`src/rtl/obuft_ser_pkg.sv`:
```
// Shared types and helpers for the obuft_ser_drv tristate serialiser.
package obuft_ser_pkg;

  typedef enum logic [1:0] {
    ST_IDLE  = 2'd0,
    ST_SHIFT = 2'd1,
    ST_TURN  = 2'd2
  } state_t;

  localparam logic OBUFT_T_HIZ = 1'b1;

  // Counter width for a count range of n; never narrower than one bit.
  function automatic int cnt_w(input int n);
    int w;
    w = $clog2(n);
    return (w < 1) ? 1 : w;
  endfunction

endpackage

```
`src/rtl/obuft_ser_drv.sv`:
```
// Registered parallel-to-serial tristate pad driver feeding an OBUFT's I/T pins.
// Optional back-to-back bursts without turnaround: define OBUFT_SER_DRV_BURST_EN.
module obuft_ser_drv
  import obuft_ser_pkg::*;
#(
  parameter int WIDTH     = 8,
  parameter int TURN      = 1,
  parameter bit LSB_FIRST = 1'b1
) (
  input  logic             CLK,
  input  logic             CLR_N,
  input  logic [WIDTH-1:0] D,
  input  logic             D_VALID,
  output logic             D_READY,
  output logic             O_I,
  output logic             O_T,
  output logic             BUSY,
  output logic             DONE
);

  localparam int CW = cnt_w((WIDTH > TURN) ? WIDTH : TURN);
  localparam logic [CW-1:0] LAST_BIT  = CW'(WIDTH - 1);
  localparam logic [CW-1:0] LAST_TURN = CW'(TURN - 1);

  state_t           r_state;
  state_t           w_state_nxt;
  logic [CW-1:0]    r_cnt;
  logic [CW-1:0]    w_cnt_nxt;
  logic [WIDTH-1:0] r_shreg;
  logic [WIDTH-1:0] w_shreg_nxt;
  logic             r_o_i;
  logic             w_o_i_nxt;
  logic             r_o_t;
  logic             w_o_t_nxt;
  logic             r_done;
  logic             w_done_nxt;

  logic             w_last_bit;
  logic             w_accept;
  logic             w_first_bit;
  logic [WIDTH-1:0] w_d_rest;
  logic             w_next_bit;
  logic [WIDTH-1:0] w_sh_rest;

  // Handshake: a word transfers on a rising CLK edge where D_VALID and
  // D_READY are both high; D_READY depends on state only, never on D_VALID.
  assign w_last_bit = (r_state == ST_SHIFT) && (r_cnt == LAST_BIT);
`ifdef OBUFT_SER_DRV_BURST_EN
  assign D_READY = (r_state == ST_IDLE) || w_last_bit;
`else
  assign D_READY = (r_state == ST_IDLE);
`endif
  assign w_accept = D_VALID && D_READY;

  // The first bit goes straight into the output flop at accept, so the
  // shift register only holds the bits still to come.
  generate
    if (LSB_FIRST) begin : g_lsb
      assign w_first_bit = D[0];
      assign w_d_rest    = D >> 1;
      assign w_next_bit  = r_shreg[0];
      assign w_sh_rest   = r_shreg >> 1;
    end else begin : g_msb
      assign w_first_bit = D[WIDTH-1];
      assign w_d_rest    = D << 1;
      assign w_next_bit  = r_shreg[WIDTH-1];
      assign w_sh_rest   = r_shreg << 1;
    end
  endgenerate

  always_comb begin
    w_state_nxt = r_state;
    w_cnt_nxt   = r_cnt;
    w_shreg_nxt = r_shreg;
    w_o_i_nxt   = r_o_i;
    w_o_t_nxt   = r_o_t;
    w_done_nxt  = 1'b0;
    case (r_state)
      ST_IDLE: begin
        w_o_t_nxt = OBUFT_T_HIZ;
        w_o_i_nxt = 1'b0;
        if (w_accept) begin
          w_state_nxt = ST_SHIFT;
          w_cnt_nxt   = '0;
          w_shreg_nxt = w_d_rest;
          w_o_i_nxt   = w_first_bit;
          w_o_t_nxt   = ~OBUFT_T_HIZ;
        end
      end
      ST_SHIFT: begin
        w_o_t_nxt = ~OBUFT_T_HIZ;
        if (w_last_bit) begin
          if (w_accept) begin
            w_cnt_nxt   = '0;
            w_shreg_nxt = w_d_rest;
            w_o_i_nxt   = w_first_bit;
          end else begin
            w_state_nxt = ST_TURN;
            w_cnt_nxt   = '0;
            w_o_t_nxt   = OBUFT_T_HIZ;
            w_o_i_nxt   = 1'b0;
            w_done_nxt  = 1'b1;
          end
        end else begin
          w_cnt_nxt   = r_cnt + CW'(1);
          w_shreg_nxt = w_sh_rest;
          w_o_i_nxt   = w_next_bit;
        end
      end
      ST_TURN: begin
        w_o_t_nxt = OBUFT_T_HIZ;
        w_o_i_nxt = 1'b0;
        if (r_cnt == LAST_TURN) begin
          w_state_nxt = ST_IDLE;
          w_cnt_nxt   = '0;
        end else begin
          w_cnt_nxt = r_cnt + CW'(1);
        end
      end
      default: begin
        w_state_nxt = ST_IDLE;
        w_cnt_nxt   = '0;
        w_o_t_nxt   = OBUFT_T_HIZ;
        w_o_i_nxt   = 1'b0;
      end
    endcase
  end

  always_ff @(posedge CLK or negedge CLR_N) begin
    if (!CLR_N) begin
      r_state <= ST_IDLE;
      r_cnt   <= '0;
      r_shreg <= '0;
      r_o_i   <= 1'b0;
      r_o_t   <= OBUFT_T_HIZ;
      r_done  <= 1'b0;
    end else begin
      r_state <= w_state_nxt;
      r_cnt   <= w_cnt_nxt;
      r_shreg <= w_shreg_nxt;
      r_o_i   <= w_o_i_nxt;
      r_o_t   <= w_o_t_nxt;
      r_done  <= w_done_nxt;
    end
  end

  assign O_I  = r_o_i;
  assign O_T  = r_o_t;
  assign DONE = r_done;
  assign BUSY = (r_state != ST_IDLE);

endmodule

```
`config.mk`:
```
export PLATFORM = sky130hd
export DESIGN_NAME = obuft_ser_drv
export DESIGN_NICKNAME = d
export VERILOG_FILES = /design/src/rtl/obuft_ser_pkg.sv /design/src/rtl/obuft_ser_drv.sv
export SDC_FILE = /design/constraint.sdc
export NUM_CORES = 1
export LEC_CHECK = 0
export BUFFER_PORTS_ARGS = -buffer_cell sky130_fd_sc_hd__buf_2
export CAP_MARGIN = 15
export CELL_PAD_IN_SITES_DETAIL_PLACEMENT = 1
export CELL_PAD_IN_SITES_GLOBAL_PLACEMENT = 1
export CORE_MARGIN = 2
export CORE_UTILIZATION = 40
export CTS_BUF_LIST = sky130_fd_sc_hd__clkbuf_8
export CTS_CLUSTER_DIAMETER = 60
export DETAILED_ROUTE_END_ITERATION = 7
export PLACE_DENSITY_LB_ADDON = 0.1
export SETUP_SLACK_MARGIN = 0.4
export SLEW_MARGIN = 10
export SYNTH_ARGS = -nofsm -noshare
export SYNTH_HDL_FRONTEND = slang
export SYNTH_SLANG_ARGS = --single-unit
```
`constraint.sdc`:
```
create_clock -name CLK -period 1.7 [get_ports CLK]
set_clock_uncertainty 0.15 [all_clocks]
set_input_delay 0.255 -clock CLK [delete_from_list [all_inputs] [get_ports CLK]]
set_output_delay 0.255 -clock CLK [all_outputs]
set_load 0.03 [all_outputs]
```
* Word level (Yosys, flattened, before mapping)
Index checks and enable logic that the tools add are counted.
** Storage, ports and cells
- Flip-flop bits (word level) :: 16
- Input bits :: 11
- Output and inout bits :: 5
- Logic and storage cells :: 40
** Cells by class
- $add $sub $neg :: 1
- Eq/ne operators :: 7
- Muxes and demuxes :: 19
- Reduce and logical (&&, ||, !) cells :: 7
** Operators with widths (count)
- $mux W8 :: 2
- $pmux W8 S2 :: 1
- $mux W3 :: 3
- $pmux W3 S3 :: 1
- $mux W2 :: 4
- $ne A2 B2 Y1 const B :: 3
- $pmux W2 S3 :: 1
- $mux W1 :: 5
- $pmux W1 S2 :: 2
- $reduce_and A4 Y1 :: 1
- $reduce_bool A2 Y1 :: 2
- $add A3 B1 Y3 const B :: 1
- $eq A3 B3 Y1 const B :: 1
- $logic_not A3 Y1 :: 1
- $eq A2 B1 Y1 const B :: 1
- $eq A2 B2 Y1 const B :: 1
- $logic_and A1 B1 Y1 :: 2
- $logic_not A2 Y1 :: 1
- $ne A2 B1 Y1 const B :: 1

* Logic depth before layout (Yosys ltp)
- Depth after elaboration :: 5
- Depth in mapped cells :: 7
- Mapped depth without buffers :: 5

* Worst setup path after synthesis
OpenSTA, ideal clock, no wires.
- Path kind :: reg2reg
- Start point :: register r_state[0]
- End point :: register r_state[0]
- Setup time :: 0.125 ns
- Arrival time :: 1.495 ns
- Required time :: 1.425 ns
- Slack :: -0.070 ns
- Stages on the path, launching flop included :: 5
- Buffers on the path :: 0
- Clock period less this slack :: 1.770 ns
- Path through :: dfrtp_1 inv_1 ha_1 a221oi_4 mux2_4
** Between the ends
- Cells in the longest elaborated chain, start to end :: 4
- Elaborated cells on any way between the ends :: 11
- Classes of those cells :: 6 x eq/ne; 1 x mux; 4 x reduce/logical
** Ends and longest elaborated chain
- from (decl) :: line obuft_ser_drv.sv:25 : state_t r_state;
- from (signal assigned) :: line obuft_ser_drv.sv:138 : r_state <= w_state_nxt;
- $logic_not A2 Y1 * :: line obuft_ser_drv.sv:51 : assign D_READY = (r_state == ST_IDLE);
- named net D_READY :: line obuft_ser_drv.sv:14 : output logic D_READY,
- $logic_and A1 B1 Y1 :: line obuft_ser_drv.sv:53 : assign w_accept = D_VALID && D_READY;
- $ne A2 B2 Y1 (no line) / $ne A2 B1 Y1 (equally long branches)
- $reduce_and A4 Y1 (no line)
The timed path passes the listed nets; every way through them passes the cells marked *.
A chain may end at the register's enable or synchronous reset.

* Worst setup path after layout
- Start point :: register r_state[1]
- End point :: register r_state[1]
** Between the ends
- Cells in the longest elaborated chain, start to end :: 4
- Elaborated cells on any way between the ends :: 11
- Classes of those cells :: 6 x eq/ne; 1 x mux; 4 x reduce/logical
** Ends and longest elaborated chain (line)
- $eq A2 B1 Y1 / $logic_not A2 Y1 (equally long branches) :: obuft_ser_drv.sv:47, obuft_ser_drv.sv:78, obuft_ser_drv.sv:51
- $logic_and A1 B1 Y1 (on tied branches) :: obuft_ser_drv.sv:47, obuft_ser_drv.sv:53
- $ne A2 B2 Y1 (no line) / $ne A2 B1 Y1 (equally long branches)
- $reduce_and A4 Y1 (no line)
Several ways; a longest one is shown, not always the timed one.

==> impl_metrics.toml <==
[setup_path]
worstPathRequired_ns = 1.69
startpoint_type = "register"
critPathArrivalTime_ns = 1.67
crit_path_max_fanout = 3
worstSetupEndpointType = "register"
r2r_end = "r_state[1]$_DFFE_PN0P_"
crit_type = "register to register"
r2r_setup_slack_ns = 0.02
reg2reg_depth = 5
r2r_start = "r_state[1]$_DFFE_PN0P_"

[cts]
cts_sinks = 16
cts_buffer_depth = 2
clk_pin_slew_ns = 0.07
clkLatencyLatePin_ns = 0.26
cts_tree = "done"
cts_htree_levels = 1
cts_made_buffers = 3
cts_root_buf = "clkbuf_8"

[floorplan]
die_y_um = 50.22
initial_core_util = 0.4312
dieArea_mm2 = 0.002522
die_x_um = 50.22
io_pins = 16
core-area_mm2 = 0.001982
row_count = 16

[global_routing]
grt_pass1_vias = 755
antenna_found_initial = 0
grt_pass1_wl_um = 3629
grt_use_total = 0.1992
globalRouteOverflowTotal = 0
grt_max_degree = 17

[synthesis]
ys_seq_elements = 16
syn-num-nets = 94
synth_top_area_cell = "dfrtp_1"
yosysSeqAreaShare = 0.4700
synth_area_leaders = "dfrtp_1 44%, ha_1 12%, mux2i_1 9.4%, o21ai_0 5.3%, nand2_1 5.3%"
synth_cells = 75
synth.top_cell.area_share = 0.4392
netlist_area_um2 = 854.6
synth_warnings = 0
synth.distinct_cells = 22
syn_avg_cell_area_um2 = 11.39

[timing]
finalMaxSlewViolations = 0
rsz0062_at_grt = "yes"
setup_viol = 0
min_period_ns = 1.679
finalCritPeriodShare = 0.9877
hold_violations = 0
finalWorstSetupSlack_ns = 0.02090
max_clock_freq_mhz = 595.6
worstMarginPinSlew_ns = 0.3817
relSlewSlack = 0.7455

[hold_path]
min_to = "O_I$_DFF_PN0_"
whs_path_depth = 2
hp-start = "D[0]"
hold_class = "primary input to register"

[pwr]
ir_drop_mv = 1.278
p_per_area_mw_per_mm2 = 1919
p_leak_nw = 0.6436

[final_layout]
num-nets-final = 132
fillers = 202
instances_no_fill = 139
diodes = 0
area_growth_pct = 56.95
drive_above_1_share = 0.6250
design_area_mm2 = 0.001341

[placed_design]
gp_congestion = 0.8031
numPlacedInstances = 118
place_area_mm2 = 0.001035
port-buffer-count = 15
post-place-ws_ns = -0.02396
dp_hpwl_um = 1344

[outcome]
status = "complete, no violations"

[detailed_routing]
wl_per_cell_um = 17.59
via_count = 689
drt_pass1_iterations = 4
vias_per_cell = 4.957
drtIter0Drc = 7
ant_nets = 0
drt-total-wl_um = 2445
drc_errors = 0

[job]
cap_viol_max_count = 0
==> layer usage <==
layer  global-route usage  up-vias  routed length [µm]
met5                    0        -                   0
met4              0.09722        0                  65
met3              0.03571        8                  62
met2               0.3355       15                1255
met1               0.2438      337                1062
li1                     -      329                   -
==> cells in the mapped netlist <==
cell and instances:
dfrtp_1 15, nand2_1 12, o21ai_0 9, ha_1 8, mux2i_1 8, inv_1 5, mux2_4 2, nand2b_1 2
a221oi_4 1, a22oi_1 1, a32o_1 1, and2_1 1, and2b_1 1, and3_1 1, and3b_1 1, buf_2 1
buf_6 1, dfstp_2 1, nand2_2 1, nand2b_4 1, nor2b_1 1, o22ai_1 1
==> logic make-up after synthesis <==
group           count (synthesis)  synth area share
fa+ha+maj                       8            0.1171
compound gates                 13            0.1113
buf+inv                         7           0.04099
mux                            10            0.1288
flops                          16            0.4700
simple gates                   21            0.1318
==> final cells by class <==
type	count	area, µm²	share of cell area
flip-flops and latches	16	402.9	0.3004
clock buffers	4	55.05	0.04104
multi-input cells	53	553.0	0.4123
repair buffers	34	274.0	0.2043
well taps	27	33.78	0.02519
inverters	5	22.52	0.01679
==> registers in the layout (all words and copies together) (netlist names) <==
name and cells:
r_cnt 3, O_I 1, r_shreg 8, O_T 1, r_state 2, DONE 1
==> worst max-delay path, stage by stage (launching register included) <==
cell      delay (ns)
dfrtp_1         0.39
inv_2           0.09
ha_4            0.18
nand2b_4        0.15
a221oi_4        0.28
mux2_4          0.33
==> report_power, final <==
group / switching [W] / internal, W / total [W]
sequential: 0.000102 / 0.000523 / 0.000626
combinational: 0.000745 / 0.000853 / 0.00160
clock: 0.000145 / 0.000206 / 0.000351
total: 0.000992 / 0.00158 / 0.00257
==> how the worst max path moves through the flow <==
stage	slack, ns	cells past startpoint	from	end
after CTS	0.03	5	r_state[1]$_DFFE_PN0P_	r_state[1]$_DFFE_PN0P_
after global placement	0.006	5	r_state[1]$_DFFE_PN0P_	r_state[1]$_DFFE_PN0P_
final	0.02	5	r_state[1]$_DFFE_PN0P_	r_state[1]$_DFFE_PN0P_
after global routing	-0.03	5	r_state[1]$_DFFE_PN0P_	r_state[0]$_DFFE_PN0P_
after floorplan	0.06	6	r_state[1]$_DFFE_PN0P_	r_state[0]$_DFFE_PN0P_
after detailed placement	-0.02	5	r_state[1]$_DFFE_PN0P_	r_state[1]$_DFFE_PN0P_
==> placed cells by master, fill, tap and decap left out, types with 4 or more instances in the layout <==
master    instances
buf_6             9
nand2_1           7
buf_2            12
clkbuf_8          4
mux2i_1           5
inv_2             4
buf_4            11
o21ai_1           5
nand2_2           5
ha_4              4
dfrtp_1          14
==> timing repair <==
action                     in CTS  in global routing
gates cloned                    1                  1
pin swaps                       7                  4
setup buffers                  10                  4
hold buffers                    1                  0
gates resized for setup        27                 13
hold endpoints to repair       15                  0
setup endpoints to repair      19                 19
==> metrics by stage <==
step           total power [W]  utilization  setup TNS, ns  hold WS (ns)
2_1_floorplan         0.001391            -              0       -0.1906
6_report              0.002574       0.6768              0        0.1246
5_1_grt               0.002730       0.6768        -0.1181        0.1386
3_5_place_dp          0.001622       0.5221       -0.03697       0.04394
4_1_cts               0.002339       0.6345              0        0.1116
3_3_place_gp          0.001585       0.5221              0       0.04188
(Power assumes the default switching activity.)
